--- config.mk ---
export PLATFORM = sky130hd
export DESIGN_NAME = serial_cmp_ctrl
export DESIGN_NICKNAME = d
export VERILOG_FILES = /design/src/rtl/serial_cmp_pkg.sv /design/src/rtl/cmp_bit_slice.sv /design/src/rtl/serial_cmp_ctrl.sv
export SDC_FILE = /design/constraint.sdc
export NUM_CORES = 1
export LEC_CHECK = 0
export ABC_AREA = 1
export CAP_MARGIN = 20
export CORE_UTILIZATION = 30
export DETAILED_ROUTE_END_ITERATION = 6
export SYNTH_ARGS = -nofsm -noshare
export SYNTH_HDL_FRONTEND = slang
export SYNTH_SLANG_ARGS = --single-unit
--- constraint.sdc ---
create_clock -name clk -period 1.6 [get_ports clk]
set_input_delay 0.24 -clock clk [delete_from_list [all_inputs] [get_ports clk]]
set_output_delay 0.24 -clock clk [all_outputs]
set_load 0.05 [all_outputs]
--- src/rtl/serial_cmp_pkg.sv ---
// Shared types and constants for the serial magnitude comparator.
package serial_cmp_pkg;

   localparam int DEFAULT_WIDTH = 8;

   typedef enum logic [1:0] {
      IDLE = 2'd0,
      SCAN = 2'd1,
      DONE = 2'd2
   } state_e;

   typedef enum logic [1:0] {
      LT = 2'd0,
      EQ = 2'd1,
      GT = 2'd2
   } result_e;

endpackage

--- src/rtl/cmp_bit_slice.sv ---
// One-bit unsigned compare slice; exactly one output is high for any input pair.
module cmp_bit_slice (
   input  logic a_bit,
   input  logic b_bit,
   output logic lt,
   output logic eq,
   output logic gt
);

   assign lt = ~a_bit & b_bit;
   assign eq = ~(a_bit ^ b_bit);
   assign gt = a_bit & ~b_bit;

endmodule

--- src/rtl/serial_cmp_ctrl.sv ---
// MSB-first serial comparator controller around a single 1-bit compare slice.
// Build option SERIAL_CMP_EARLY_EXIT_EN: finish as soon as the first differing bit is seen.
//
// state | meaning
// IDLE  | waiting for start; operands captured on accepted start
// SCAN  | one operand bit compared per cycle, MSB down to bit 0
// DONE  | done pulse, result registers just loaded
module serial_cmp_ctrl
   import serial_cmp_pkg::*;
#(
   parameter int WIDTH = DEFAULT_WIDTH
) (
   input  logic             clk,
   input  logic             rst,
   input  logic             start,
   input  logic [WIDTH-1:0] a,
   input  logic [WIDTH-1:0] b,
   output logic             busy,
   output logic             done,
   output logic             lt,
   output logic             eq,
   output logic             gt
);

   localparam int IW = (WIDTH > 1) ? $clog2(WIDTH) : 1;

`ifdef SERIAL_CMP_EARLY_EXIT_EN
   localparam bit EARLY_EXIT = 1'b1;
`else
   localparam bit EARLY_EXIT = 1'b0;
`endif

   state_e           state_q;
   result_e          res_q;
   result_e          res_d;
   logic [WIDTH-1:0] a_q;
   logic [WIDTH-1:0] b_q;
   logic [IW-1:0]    idx_q;
   logic             busy_q;
   logic             done_q;
   logic             lt_q;
   logic             eq_q;
   logic             gt_q;

   logic             a_bit;
   logic             b_bit;
   logic             s_lt;
   logic             s_eq;
   logic             s_gt;
   logic             first_diff;
   logic             last_bit;

   assign a_bit = a_q[idx_q];
   assign b_bit = b_q[idx_q];

   cmp_bit_slice u_slice (
      .a_bit (a_bit),
      .b_bit (b_bit),
      .lt    (s_lt),
      .eq    (s_eq),
      .gt    (s_gt)
   );

   // A recorded difference is sticky; only an "equal so far" result can change.
   always_comb begin
      res_d      = res_q;
      first_diff = 1'b0;
      if (res_q == EQ) begin
         first_diff = ~s_eq;
         if (s_lt) begin
            res_d = LT;
         end else if (s_gt) begin
            res_d = GT;
         end
      end
   end

   assign last_bit = (idx_q == '0) || (EARLY_EXIT && first_diff);

   always_ff @(posedge clk) begin
      if (rst) begin
         state_q <= IDLE;
         res_q   <= EQ;
         a_q     <= '0;
         b_q     <= '0;
         idx_q   <= '0;
         busy_q  <= 1'b0;
         done_q  <= 1'b0;
         lt_q    <= 1'b0;
         eq_q    <= 1'b0;
         gt_q    <= 1'b0;
      end else begin
         done_q <= 1'b0;
         case (state_q)
            IDLE: begin
               if (start) begin
                  a_q     <= a;
                  b_q     <= b;
                  idx_q   <= IW'(WIDTH - 1);
                  res_q   <= EQ;
                  busy_q  <= 1'b1;
                  state_q <= SCAN;
               end
            end
            SCAN: begin
               res_q <= res_d;
               idx_q <= idx_q - IW'(1);
               if (last_bit) begin
                  lt_q    <= (res_d == LT);
                  eq_q    <= (res_d == EQ);
                  gt_q    <= (res_d == GT);
                  done_q  <= 1'b1;
                  state_q <= DONE;
               end
            end
            DONE: begin
               busy_q  <= 1'b0;
               state_q <= IDLE;
            end
            default: begin
               busy_q  <= 1'b0;
               state_q <= IDLE;
            end
         endcase
      end
   end

   assign busy = busy_q;
   assign done = done_q;
   assign lt   = lt_q;
   assign eq   = eq_q;
   assign gt   = gt_q;

endmodule

==> results of run 1 <==
==> worst paths after layout <==
path / endpoint / cells past startpoint / slack, ns
max: gt / 8 / 0.22
min: b_q[5] / 2 / 0.45
max reg2reg: gt / 8 / 0.22
min reg2reg: b_q[5] / 2 / 0.45
==> placed cells by master, fill, tap and decap left out <==
cell,Yosys,routed
a31oi_1,1,1
nand3_2,4,4
nand2_1,40,40
nor2_2,1,1
a21oi_1,22,22
inv_4,1,1
nand2_4,2,2
clkbuf_8,0,3
o21ai_0,17,17
a21oi_2,2,2
buf_4,0,10
ha_1,2,2
buf_12,0,1
nor2_1,8,8
nand2_2,6,6
nor3b_2,1,1
nor3_1,1,1
dfxtp_2,0,1
clkdlybuf4s50_1,0,18
a221oi_1,1,1
inv_1,23,23
bufinv_8,1,1
dfxtp_1,28,27
nand3_1,11,11
==> power by group through the flow <==
| stage | clock network [mW] | logic, mW | registers, mW |
|---|---|---|---|
| 6_report | 0.382 | 0.498 | 0.790 |
| 3_3_place_gp | 0 | 0.497 | 0.804 |
| 4_1_cts | 0.400 | 0.506 | 0.790 |
| 2_1_floorplan | 0 | 0.345 | 0.828 |
| 5_1_grt | 0.423 | 0.562 | 0.797 |
| 3_5_place_dp | 0 | 0.504 | 0.806 |
==> state kept, by name, indices dropped and copies added (netlist names) <==
name,flops
a_q,8
b_q,8
idx_q,3
res_q,2
state_q,2
busy,1
done,1
eq,1
gt,1
lt,1
==> final cells by class <==
cell class | instances | area, um^2
Clock buffer | 3 | 41.3
Fill cell | 441 | 2450
Inverter | 25 | 110
Multi-Input combinational cell | 119 | 612
Sequential cell | 28 | 562
Tap cell | 50 | 62.6
Timing Repair Buffer | 29 | 275
==> cells by family (layout without fill, tap and decap cells) <==
family | Yosys count | in the layout
AOI/OAI and AO/OA | 43 | 43
adders and majority gates | 2 | 2
buffers and inverters | 32 | 57
DFF | 28 | 28
and+or+nand+nor | 74 | 74
==> per-stage QoR <==
stage                     cells  cell area (um^2)  setup WS, ns  total power [mW]  hold WS (ns)
after detailed placement    251              1620         0.115              1.31         0.446
after floorplan             179              1330         0.235              1.17         0.429
after CTS                   254              1660         0.142              1.70         0.460
after global placement      251              1620         0.139              1.30         0.440
final                       254              1660         0.217              1.67         0.455
after global routing        254              1660        0.0200              1.78         0.475
==> timing repair <==
item,4_1_cts,5_1_grt
resized for setup,0,1
hold endpoints to repair,0,0
setup endpoints to repair,0,1
==> worst register-to-register path: stages (launching register included) <==
cell	delay, ns
dfxtp_2	0.35
inv_4	0.15
ha_1	0.17
nand2_1	0.06
nor2_1	0.14
inv_1	0.13
a21oi_1	0.14
nand2_1	0.07
a21oi_2	0.11
==> layer usage <==
layer,vias to the layer above,track usage
li1,622,-
met1,506,0.147
met2,21,0.201
met3,3,0.0148
met4,0,0.0781
met5,-,0
==> reports/qor.txt, run 1 <==
Worst flop-to-flop path startpoint: idx_q[0]
Actual slew at the worst max-slew pin: 0.288 ns
DRC: 0
Most common cell on crit path: nand2_1
Adder-Cell Fraction of Synth Area: 0.0189
Height of the die: 68.5 um
Grt total ovfl: 0
Setup violators final: 0
Share of cells above drive strength 1: 0.162
Fraction of registers with async set/reset: 0
Most common cell in the netlist: nand2_1
Routability cong.: 0.799
H-tree Lvls: 1
Hpwl dp: 1930 um
Status: completed
Warnings from Yosys: 0
RSZ-0062 raised after global routing: no
Hold crit path type: reg -> reg
Crit path max-delay family: flip-flops
Fin Setup TNS: 0 ns
Post-synthesis mux area share: 0
CP startpoint kind: flop
Area delta synth->final: 25.3%
Top sig layer: met4
Post-Syn Nets: 200
CTS tree: done
Core area: 4120 um^2
Post-synthesis compound-gate area fraction: 0.172
Nets: 227
Max-slew headroom: 0.808
TritonCTS Sinks: 28
Worst-path cell chain: inv_4 -> ha_1 -> nand2_1 -> nor2_1 -> inv_1 -> a21oi_1 -> nand2_1 -> a21oi_2
Combinational share of power: 0.298
Int Pwr: 1.14 mW
Top cells by area, synth: dfxtp_1 42%, nand2_1 11%, a21oi_1 8.3%
Post-synth cell types: 22
Antenna violations before repair: 0
Crit path buf inv count: 2
First-pass GRT wire length: 4140 um
CTS Buffer Depth: 2
Psw: 0.529 mW
Clk_lat worst skew: 0.28 ns
Iteration count of the initial detailed-routing pass: 4
Area leader, netlist: dfxtp_1
PortBufs: 23
Total GRT Usage: 0.121
CTS Buf Count: 3
Crit path kind: reg -> reg
Die X: 68.5 um
Post-synth EDFFs: 0
Commonest cells in the netlist: 40 x nand2_1, 28 x dfxtp_1, 23 x inv_1, 22 x a21oi_1, 17 x o21ai_0
Share of the synthesized area in the top cell type: 0.422
Clk pin slew, worst setup/hold paths: 0.09 ns
Boundary pin count: 24
Number of setup buffers added after CTS: 0
Starting density of the core: 0.323
Crit-path max FO: 12
Worst vdd ir: 0.307 mV
WL met3: 78 um
Final Util: 0.404
Worst Setup SP: idx_q[0]
Min-Delay Startpoint: b_q[5]
Post-Syn Area: 1330 um^2
Row count: 23
Seq/Total Area, Yosys: 0.422
Max Slew Vio Count: 0
Clock Power Share: 0.229
Post-route ant nets: 0
Final number of hold-violating endpoints: 0
Worst Path Arrival: 1.60 ns
Synth Register Bits: 28
Synth Area in XOR/XNOR: 0
Largest net degree at the start of global routing: 36
Met2 wire len: 1220 um
Power per cell area: 1000 nW/um^2
Via count: 1152
Synth Area per Inst: 7.42 um^2
Wirelength per Cell: 10.3 um
Mapped Cells: 179
Final Cycle Share: 0.864
DIE AREA: 4690 um^2
Critical path data required time: 1.82 ns
Vias per cell: 4.54
Share of power burned in registers: 0.473
Initial DRC Count: 36
Top FF cell, synth: dfxtp_1
# diodes: 0
Root buf cell: clkbuf_8
Crit path largest cell delay: 0.35 ns
Vias in the first global route: 1003
Switching Share: 0.317
MaxCap Viol Count: 0
Leak Pwr: 0.731 nW
Crit path max-delay cell type: dfxtp_2
Period minus WS final: 1.38 ns
Clock skew: 0.00564 ns
Drt total wl: 2620 um
Main combinational cell family by area after synthesis: simple AND/OR/NAND/NOR gates
Met1 wire length: 1280 um
Fmax: 723 MHz
Cts hold-fix bufs: 0
Synth Area in Simple Gates: 0.270
Critical path capture point type: flop
(Power assumes the default switching activity.)
==> run 2, diff against run 1 <==
--- a/config.mk
+++ b/config.mk
@@ -6,7 +6,7 @@
 export NUM_CORES = 1
 export LEC_CHECK = 0
 export ABC_AREA = 1
-export CAP_MARGIN = 20
+export CAP_MARGIN = 15
 export CORE_UTILIZATION = 30
 export DETAILED_ROUTE_END_ITERATION = 6
 export SYNTH_ARGS = -nofsm -noshare
==> results of run 2 <==
No change in the layout: final DEF, timing and power equal those of run 1.
